### config.mk
export PLATFORM = sky130hd
export DESIGN_NAME = logic_op_arbiter
export DESIGN_NICKNAME = d
export VERILOG_FILES = /design/src/rtl/logic_op_arbiter.sv
export SDC_FILE = /design/constraint.sdc
export NUM_CORES = 1
export LEC_CHECK = 0
export ABC_AREA = 1
export CELL_PAD_IN_SITES_DETAIL_PLACEMENT = 0
export CELL_PAD_IN_SITES_GLOBAL_PLACEMENT = 1
export CORE_MARGIN = 3
export CORE_UTILIZATION = 34
export CTS_BUF_LIST = sky130_fd_sc_hd__clkbuf_8
export DETAILED_ROUTE_END_ITERATION = 8
export PLACE_DENSITY_LB_ADDON = 0.15
export SKIP_CTS_REPAIR_TIMING = 1
export SYNTH_ARGS = -nofsm -noshare
export SYNTH_HDL_FRONTEND = slang
export SYNTH_SLANG_ARGS = --single-unit
### constraint.sdc
create_clock -name clk -period 1.95 [get_ports clk]
set_clock_uncertainty 0.1 [all_clocks]
set_input_delay 0.2925 -clock clk [delete_from_list [all_inputs] [get_ports clk]]
set_output_delay 0.2925 -clock clk [all_outputs]
set_load 0.02 [all_outputs]
### src/rtl/logic_op_arbiter.sv
// Two-requester round-robin front end for one shared 32-bit bitwise logic unit,
// with a one-entry registered result buffer toward the writeback path.
module logic_op_arbiter #(
    parameter int WIDTH = 32
) (
    input  logic             clk,
    input  logic             reset,
    input  logic             req0_valid,
    output logic             req0_ready,
    input  logic [1:0]       req0_op,
    input  logic [WIDTH-1:0] req0_a,
    input  logic [WIDTH-1:0] req0_b,
    input  logic             req1_valid,
    output logic             req1_ready,
    input  logic [1:0]       req1_op,
    input  logic [WIDTH-1:0] req1_a,
    input  logic [WIDTH-1:0] req1_b,
    output logic             resp_valid,
    input  logic             resp_ready,
    output logic             resp_id,
    output logic [WIDTH-1:0] resp_data,
    output logic [7:0]       grant_count0,
    output logic [7:0]       grant_count1
);

    logic             resp_valid_q, resp_valid_d;
    logic             resp_id_q, resp_id_d;
    logic [WIDTH-1:0] resp_data_q, resp_data_d;
    logic [7:0]       grant_count0_q, grant_count0_d;
    logic [7:0]       grant_count1_q, grant_count1_d;
    logic             ptr_q, ptr_d;

    logic can_accept;
    logic grant0, grant1;
    logic acc0, acc1;

    function automatic logic [WIDTH-1:0] logic_op(
        input logic [1:0]       op,
        input logic [WIDTH-1:0] a,
        input logic [WIDTH-1:0] b
    );
        logic [WIDTH-1:0] r;
        unique case (op)
            2'b00:   r = a & b;
            2'b01:   r = a | b;
            2'b10:   r = a ^ b;
            default: r = ~(a | b);
        endcase
        return r;
    endfunction

    always_comb begin
        can_accept = !resp_valid_q || resp_ready;
        // Pointer only breaks ties; a lone requester always wins.
        grant0     = req0_valid && (!req1_valid || !ptr_q);
        grant1     = req1_valid && (!req0_valid || ptr_q);
        req0_ready = can_accept && grant0 && !reset;
        req1_ready = can_accept && grant1 && !reset;
        acc0       = req0_valid && req0_ready;
        acc1       = req1_valid && req1_ready;
    end

    always_comb begin
        resp_valid_d   = resp_valid_q;
        resp_id_d      = resp_id_q;
        resp_data_d    = resp_data_q;
        grant_count0_d = grant_count0_q;
        grant_count1_d = grant_count1_q;
        ptr_d          = ptr_q;
        if (resp_valid_q && resp_ready) begin
            resp_valid_d = 1'b0;
        end
        if (acc0) begin
            resp_valid_d = 1'b1;
            resp_id_d    = 1'b0;
            resp_data_d  = logic_op(req0_op, req0_a, req0_b);
            ptr_d        = 1'b1;
            if (grant_count0_q != 8'hFF) begin
                grant_count0_d = grant_count0_q + 8'd1;
            end
        end else if (acc1) begin
            resp_valid_d = 1'b1;
            resp_id_d    = 1'b1;
            resp_data_d  = logic_op(req1_op, req1_a, req1_b);
            ptr_d        = 1'b0;
            if (grant_count1_q != 8'hFF) begin
                grant_count1_d = grant_count1_q + 8'd1;
            end
        end
    end

    always_ff @(posedge clk) begin
        if (reset) begin
            resp_valid_q   <= 1'b0;
            resp_id_q      <= 1'b0;
            resp_data_q    <= '0;
            grant_count0_q <= 8'd0;
            grant_count1_q <= 8'd0;
            ptr_q          <= 1'b0;
        end else begin
            resp_valid_q   <= resp_valid_d;
            resp_id_q      <= resp_id_d;
            resp_data_q    <= resp_data_d;
            grant_count0_q <= grant_count0_d;
            grant_count1_q <= grant_count1_d;
            ptr_q          <= ptr_d;
        end
    end

    assign resp_valid   = resp_valid_q;
    assign resp_id      = resp_id_q;
    assign resp_data    = resp_data_q;
    assign grant_count0 = grant_count0_q;
    assign grant_count1 = grant_count1_q;

endmodule

==> Word level (Yosys, flattened, before mapping) <==
Cells that the tools add are included.
{ "totals": {"input_bits": 137, "register_bits": 51, "output_inout_bits": 52} }
{ "op_classes": {"n_eq_ne": 6, "add_sub_neg": 2, "reduce_logical": 24, "n_bitwise": 9, "n_mux": 9} }
{ "ops": {"columns": ["cell", "n"], "rows": [
  ["$pmux W32 S3", 2],
  ["$and A32 B32 Y32", 2],
  ["$mux W32", 2],
  ["$not A32 Y32", 2],
  ["$or A32 B32 Y32", 2],
  ["$xor A32 B32 Y32", 2],
  ["$add A8 B1 Y8 const B", 2],
  ["$ne A8 B8 Y1 const B", 2],
  ["$logic_and A1 B1 Y1", 9],
  ["$logic_not A1 Y1", 5],
  ["$mux W1", 5],
  ["$eq A2 B1 Y1 const B", 2],
  ["$eq A2 B2 Y1 const B", 2],
  ["$logic_not A2 Y1", 2],
  ["$logic_or A1 B1 Y1", 3],
  ["$reduce_and A3 Y1", 1],
  ["$reduce_bool A3 Y1", 1],
  ["$reduce_and A2 Y1", 1],
  ["$reduce_bool A2 Y1", 1],
  ["$reduce_or A2 Y1", 1],
  ["$not A1 Y1", 1]
]} }

==> Depth between registers and ports, before layout <==
Gate-level depths: netlist of run 1.
{ "depth": {"ltp_word": 8, "ltp_mapped": 10, "ltp_nobuf": 10} }

==> Worst setup path after synthesis of run 1 <==
No wires, ideal clock.
{ "synth_timing": {"path_type": "flip-flop to flip-flop", "from": "register grant_count0_q[0] (netlist: grant_count0[0])", "to": "register grant_count0_q[6] (netlist: grant_count0[6])", "path_stages_with_launch": 11, "setup_ns": 0.113, "setup_slack_ns": 0.367, "required_time_ns": 1.737, "arrival_ns": 1.371, "cell_sequence": "dfxtp_1 > ha_1 > inv_1 > nor2_1 > nand2_1 > nand2_2 > inv_2 > nand2_1 > nand2_1 > nand2_1 > nor2_1"} }
{ "synth_via": {"elab_chain_len": 2, "word_cells_on_any_way": 3} }
{ "synth_rtl": {"columns": ["item", "line", "text"], "rows": [
  ["start: declaration", "29", "logic [7:0] grant_count0_q, grant_count0_d;"],
  ["start signal: assignment", "104", "grant_count0_q <= grant_count0_d;"],
  ["parallel branches: the longest is 2 deep, another holds $add A8 B1 Y8", null, null]
]} }
Parallel ways; which one is timed is not known.
A chain may end at the register's enable or synchronous reset.

==> Final worst setup path of run 1 <==
{ "layout_timing": {"from": "input port reset", "to": "output port req0_ready"} }
{ "layout_via": {"elab_chain_len": 2} }
{ "layout_rtl": {"columns": ["item", "line", "text"], "rows": [
  ["start: declaration", "7", "input logic reset,"],
  ["$logic_not A1 Y1", "57", "req0_ready = can_accept && grant0 && !reset;"],
  ["$logic_and A1 B1 Y1", "57", null],
  ["end: declaration", "9", "output logic req0_ready,"]
]} }
Every way passes these cells.

==> results of run 1 <==
-- placed cells by master (no fill, tap or decap), types with 2 or more instances in the layout --
master	netlist	routed
nor2_4	2	3
or2_2	9	9
nand2_2	3	3
ha_1	130	130
xor2_1	6	6
inv_2	3	3
clkdlybuf4s50_1	0	185
nor2_2	3	3
nor2_1	69	68
buf_12	0	8
nor3_1	2	2
buf_4	2	51
clkbuf_8	0	6
dlymetal6s2s_1	0	2
nand3_1	192	192
a21oi_1	12	12
dfxtp_1	51	51
nand4_1	5	5
o21ai_0	50	50
nand2_1	288	288
inv_1	226	226
-- worst paths after layout --
check | end | depth (start not counted)
worst max-delay path | req0_ready | 7
worst min-delay path | resp_valid | 5
worst max register to register | resp_data[2] | 10
worst min register to register | ptr_q | 2
-- worst max-delay path: stages --
cell	delay, ps
clkdlybuf4s50_1	460
inv_4	100
nand2_2	70
buf_4	140
nor2_4	140
buf_12	130
buf_4	140
-- area by class of cell --
class | count | share of cell area
Clock buffer | 6 | 0.008947
Clock inverter | 2 | 0.001491
Inverter | 230 | 0.09381
Multi-Input combinational cell | 774 | 0.4850
Sequential cell | 51 | 0.1106
Tap cell | 260 | 0.03524
Timing Repair Buffer | 247 | 0.2649
-- power breakdown --
part           switching [W]  total, W  internal (W)
clock network       0.000388  0.000679      0.000291
logic               0.000832   0.00161      0.000776
registers          0.0000492   0.00116       0.00111
total                0.00127   0.00345       0.00218
-- state kept, by name, indices dropped and copies added, names as in the netlist --
signal        cells
resp_data        32
grant_count0      8
grant_count1      8
ptr_q             1
resp_id           1
resp_valid        1
-- per-layer routing --
metal / GRT usage / vias up / routed length (µm)
met5: 0 / - / 0
met4: 0.02991 / 0 / 142
met3: 0.03061 / 8 / 1076
met2: 0.2865 / 145 / 8739
met1: 0.2853 / 3049 / 10780
li1: - / 3811 / -
-- per-stage QoR --
step                worst slack (ps)  std cells
floorplan                      366.7       1103
global placement              -204.3       1555
detailed placement            -212.6       1555
CTS                           -211.3       1563
global route                   24.86       1570
finish                         77.41       1570
-- cells by family (layout without fill, tap and decap cells) --
logic type	count (synthesis)	after routing	synth area share
simple gates	573	573	0.3727
buf+inv	278	485	0.1677
fa+ha+maj	130	130	0.2466
compound gates	65	65	0.05027
flops	51	51	0.1548
xor+xnor	6	6	0.007967
==> run metrics, run 1 <==
Cells after Synth=1103; Starting Density=0.3491; Synth top area share=0.2466; synthesized net count=1370; row cnt=50; hold_sp=resp_ready; wire length of the first global-routing pass=33.22 mm; I/O pin cnt=189; vias post-DR=7013; crit path time final=1873 ps; CP startpoint=reset; Die H=145.3 µm; CP required=1560 ps; YS warnings=0; total power=0.003450 W; gr usage total=0.1890; worst IR drop on VDD=0.0002445 V; reg2reg start=resp_valid; CORE AREA=18890 µm²; Async SR Flop Fraction=0; clk_lat worst skew=320 ps; setup slack, reg-to-reg=210 ps; post-synthesis sequential area ratio=0.1548; Via density=4.467; per-cell routed wire length=13.21 µm; Final ANT Viol Nets=0; leakage power=4.923 nW; placed instance area=9059 µm²; clock transition at the registers of the reported paths=100 ps; Setup TNS=0 ps; Chip Width=145.3 µm; initial antenna violation count=0; part of the cycle the worst path needs=0.9603; area delta synth->final=39.93%; Max Cap Viol=0; total gr overflow=0; multi-input gate area in the final layout=4477 µm²; crit path launch type=input pin; Detail Placement HPWL=16.68 mm; Fin Hold WS=389.5 ps; Layout Utilization=0.4885; largest cells by area after synthesis=ha_1, nand2_1, dfxtp_1; CTS Buf Count=5; clk buf depth=2; ys flop type=dfxtp_1; largest net degree at the start of global routing=30; H-tree levels=2; DRT iter0 DRCs=316; vias in the first global route=6403; final net count=1576; CP Class=input pin to output port; syn avg cell area=5.980 µm²; antenna fix cells=0; Post-synth EDFFs=0; TritonCTS clock tree=built; Storage cell area=1021 µm²; CP Capture Type=output port; Final setup viols=0; layout cells sized above 1=0.06870; status=finished, final reports clean; Worst-Margin Slew=328.3 ps; #FFs+latches synth=51; most frequent cells after synthesis=nand2_1, inv_1, nand3_1; CP arrival=1480 ps; drt first pass iters=5; worst hold-check path type=input pin to register; clock tree sinks=51; mapped cell area=6596 µm²; Final Max Tran Viols=0; max_slew headroom=0.7812; Synth cell types=24; # DRC=0; die area=21110 µm²; Max Clock Freq=534.0 MHz; number of fill cells=2030; RSZ-0062 raised after global routing=false; final hold vios=0; detailed-route wire length=20.74 mm; Yosys top cell by area=ha_1; PortBufs=188; CP Max Fanout=8; Post-Layout Inst Area=9230 µm²; clock tree root driver cell=clkbuf_8; most common cell in the netlist=nand2_1; Power Density=373.8 nW/µm²; RePlAce Congestion=0.8155
Power figures use the tool's default switching activity.
==> inputs of run 2 (changes only) <==
Settings changed: CAP_MARGIN from default to 20, REMOVE_ABC_BUFFERS from default to 1.
==> run metrics, run 2 (synthesized netlist as in run 1, its figures left out) <==
clk buf depth=2 (unchanged); Chip Width=145.3 µm (unchanged); CTS Buf Count=5 (unchanged); worst IR drop on VDD=0.0002175 V (-11%); Worst-Margin Slew=525.0 ps (+196.7 ps); clk_lat worst skew=320 ps (about the same); clock tree root driver cell=clkbuf_8; hold_sp=ptr_q; Power Density=388.1 nW/µm² (+3.8%); Detail Placement HPWL=16.21 mm (-2.8%); per-cell routed wire length=12.99 µm (-1.6%); vias in the first global route=6491 (+1.4%); Via density=4.465 (about the same); die area=21110 µm² (unchanged); TritonCTS clock tree=built; PortBufs=188 (unchanged); CP max stage cell=clkdlybuf4s50_1; CP Class=input pin to output port; CP startpoint=reset; CORE AREA=18890 µm² (unchanged); placed instance area=9124 µm² (+0.72%); Final ANT Viol Nets=0 (unchanged); leakage power=4.902 nW (-0.43%); Max Clock Freq=542.3 MHz (+1.6%); Die H=145.3 µm (unchanged); CP arrival=1450 ps (-30 ps); drt first pass iters=4 (-1); clock transition at the registers of the reported paths=110 ps (about the same); worst hold-check path type=register to register; part of the cycle the worst path needs=0.9456 (-0.01470); total power=0.003587 W (+4.0%); RePlAce Congestion=0.8442 (+3.5%); initial antenna violation count=2 (+2); gr usage total=0.1887 (-0.0003402); crit path launch type=input pin; Max Cap Viol=0 (unchanged); CP Max Fanout=4 (-4); largest net degree at the start of global routing=38 (+27%); final net count=1573 (-0.19%); fin worst setup slack=106.1 ps (+28.66 ps); detailed-route wire length=20.36 mm (-1.8%); row cnt=50 (unchanged); antenna fix cells=0 (unchanged); Final setup viols=0 (unchanged); final hold vios=0 (unchanged); Post-Layout Inst Area=9244 µm² (+0.15%); max_slew headroom=0.6496 (-0.1315); Place WS=-165.2 ps (+47.48 ps); CP Capture Type=output port; DRT iter0 DRCs=281 (-11%); crit path time final=1844 ps (-28.66 ps); vias post-DR=6997 (-0.23%); Crit path top cell by count=buf_4; status=finished, final reports clean; # DRC=0 (unchanged); area delta synth->final=40.14%; wire length of the first global-routing pass=32.86 mm (-1.1%); Final Max Tran Viols=0 (unchanged); I/O pin cnt=189 (unchanged); most frequent cells in the layout=nand2_1, inv_1, nand3_1; layout cells sized above 1=0.06809 (-0.0006074); H-tree levels=2 (unchanged); CP required=1560 ps (about the same); Worst path max stage delay=540 ps (+80 ps); most common cell after layout, fill and taps aside=nand2_1; Starting Density=0.3491 (unchanged); max reg flops=32 (unchanged); reg2reg start=grant_count1[1]; total gr overflow=0 (unchanged); Fin Hold WS=400.7 ps (+11.23 ps); CP Cell Sequence=clkdlybuf4s50_1 > inv_4 > nand2_2 > nor2_4 > buf_4 > buf_4; RSZ-0062 raised after global routing=false; clock tree sinks=51 (unchanged)
[run 2: changes by cell type in the layout (fill, tap and decap cells not counted)]
cell and change:
buf_4 -4, nor2_2 +1, bufinv_16 +1, clkbuf_16 -1, dlymetal6s2s_1 -2, clkdlybuf4s50_1 +1
buf_12 +3, nor2_1 -1, inv_6 -1
[run 2: metal layers]
metal / up-vias / share of wire / track usage / wire length [µm]
met1: 3048 / 0.47 / 0.2530 / 9554
met5: - / 0.0012 / 0 / 24
met4: 4 / 0.013 / 0.03371 / 261
met3: 16 / 0.055 / 0.03373 / 1122
li1: 3793 / - / - / -
met2: 136 / 0.46 / 0.3206 / 9398
[run 2: power breakdown]
| part | internal (W) | total [W] | switching [W] |
|---|---|---|---|
| clock | 0.000417 | 0.000831 | 0.000414 |
| combinational | 0.000779 | 0.00160 | 0.000822 |
| sequential | 0.00111 | 0.00115 | 0.0000403 |
| total | 0.00231 | 0.00359 | 0.00128 |
[run 2: final cells by class]
class,count,area (µm²)
fillers,1991,9649
multi-input cells,774,4479
repair buffers,244,2435
flip-flops and latches,51,1021
inverters,230,865.8
well taps,260,325.3
clock buffers,6,82.58
clock inverters,2,35.03
[run 2: final timing paths]
check,endpoint,slack [ps],cells after the start
worst max register to register,grant_count1[1],350,9
worst min register to register,ptr_q,400,2
worst max-delay path,req0_ready,110,6
worst min-delay path,ptr_q,400,2
[run 2: through the flow]
stage | setup TNS [ps] | cells | utilization
3_3_place_gp | -2373 | 1559 | 0.4829
4_1_cts | 0 | 1567 | 0.4891
2_1_floorplan | -6396 | 1055 | -
6_report | 0 | 1567 | 0.4893
3_5_place_dp | -2693 | 1559 | 0.4829
5_1_grt | 0 | 1567 | 0.4893
[run 2: worst max-delay path, delay by kind of cell]
| family | cells | cell delay [ps] |
|---|---|---|
| buffers and inverters | 4 | 910 |
| AND/OR/NAND/NOR | 2 | 240 |
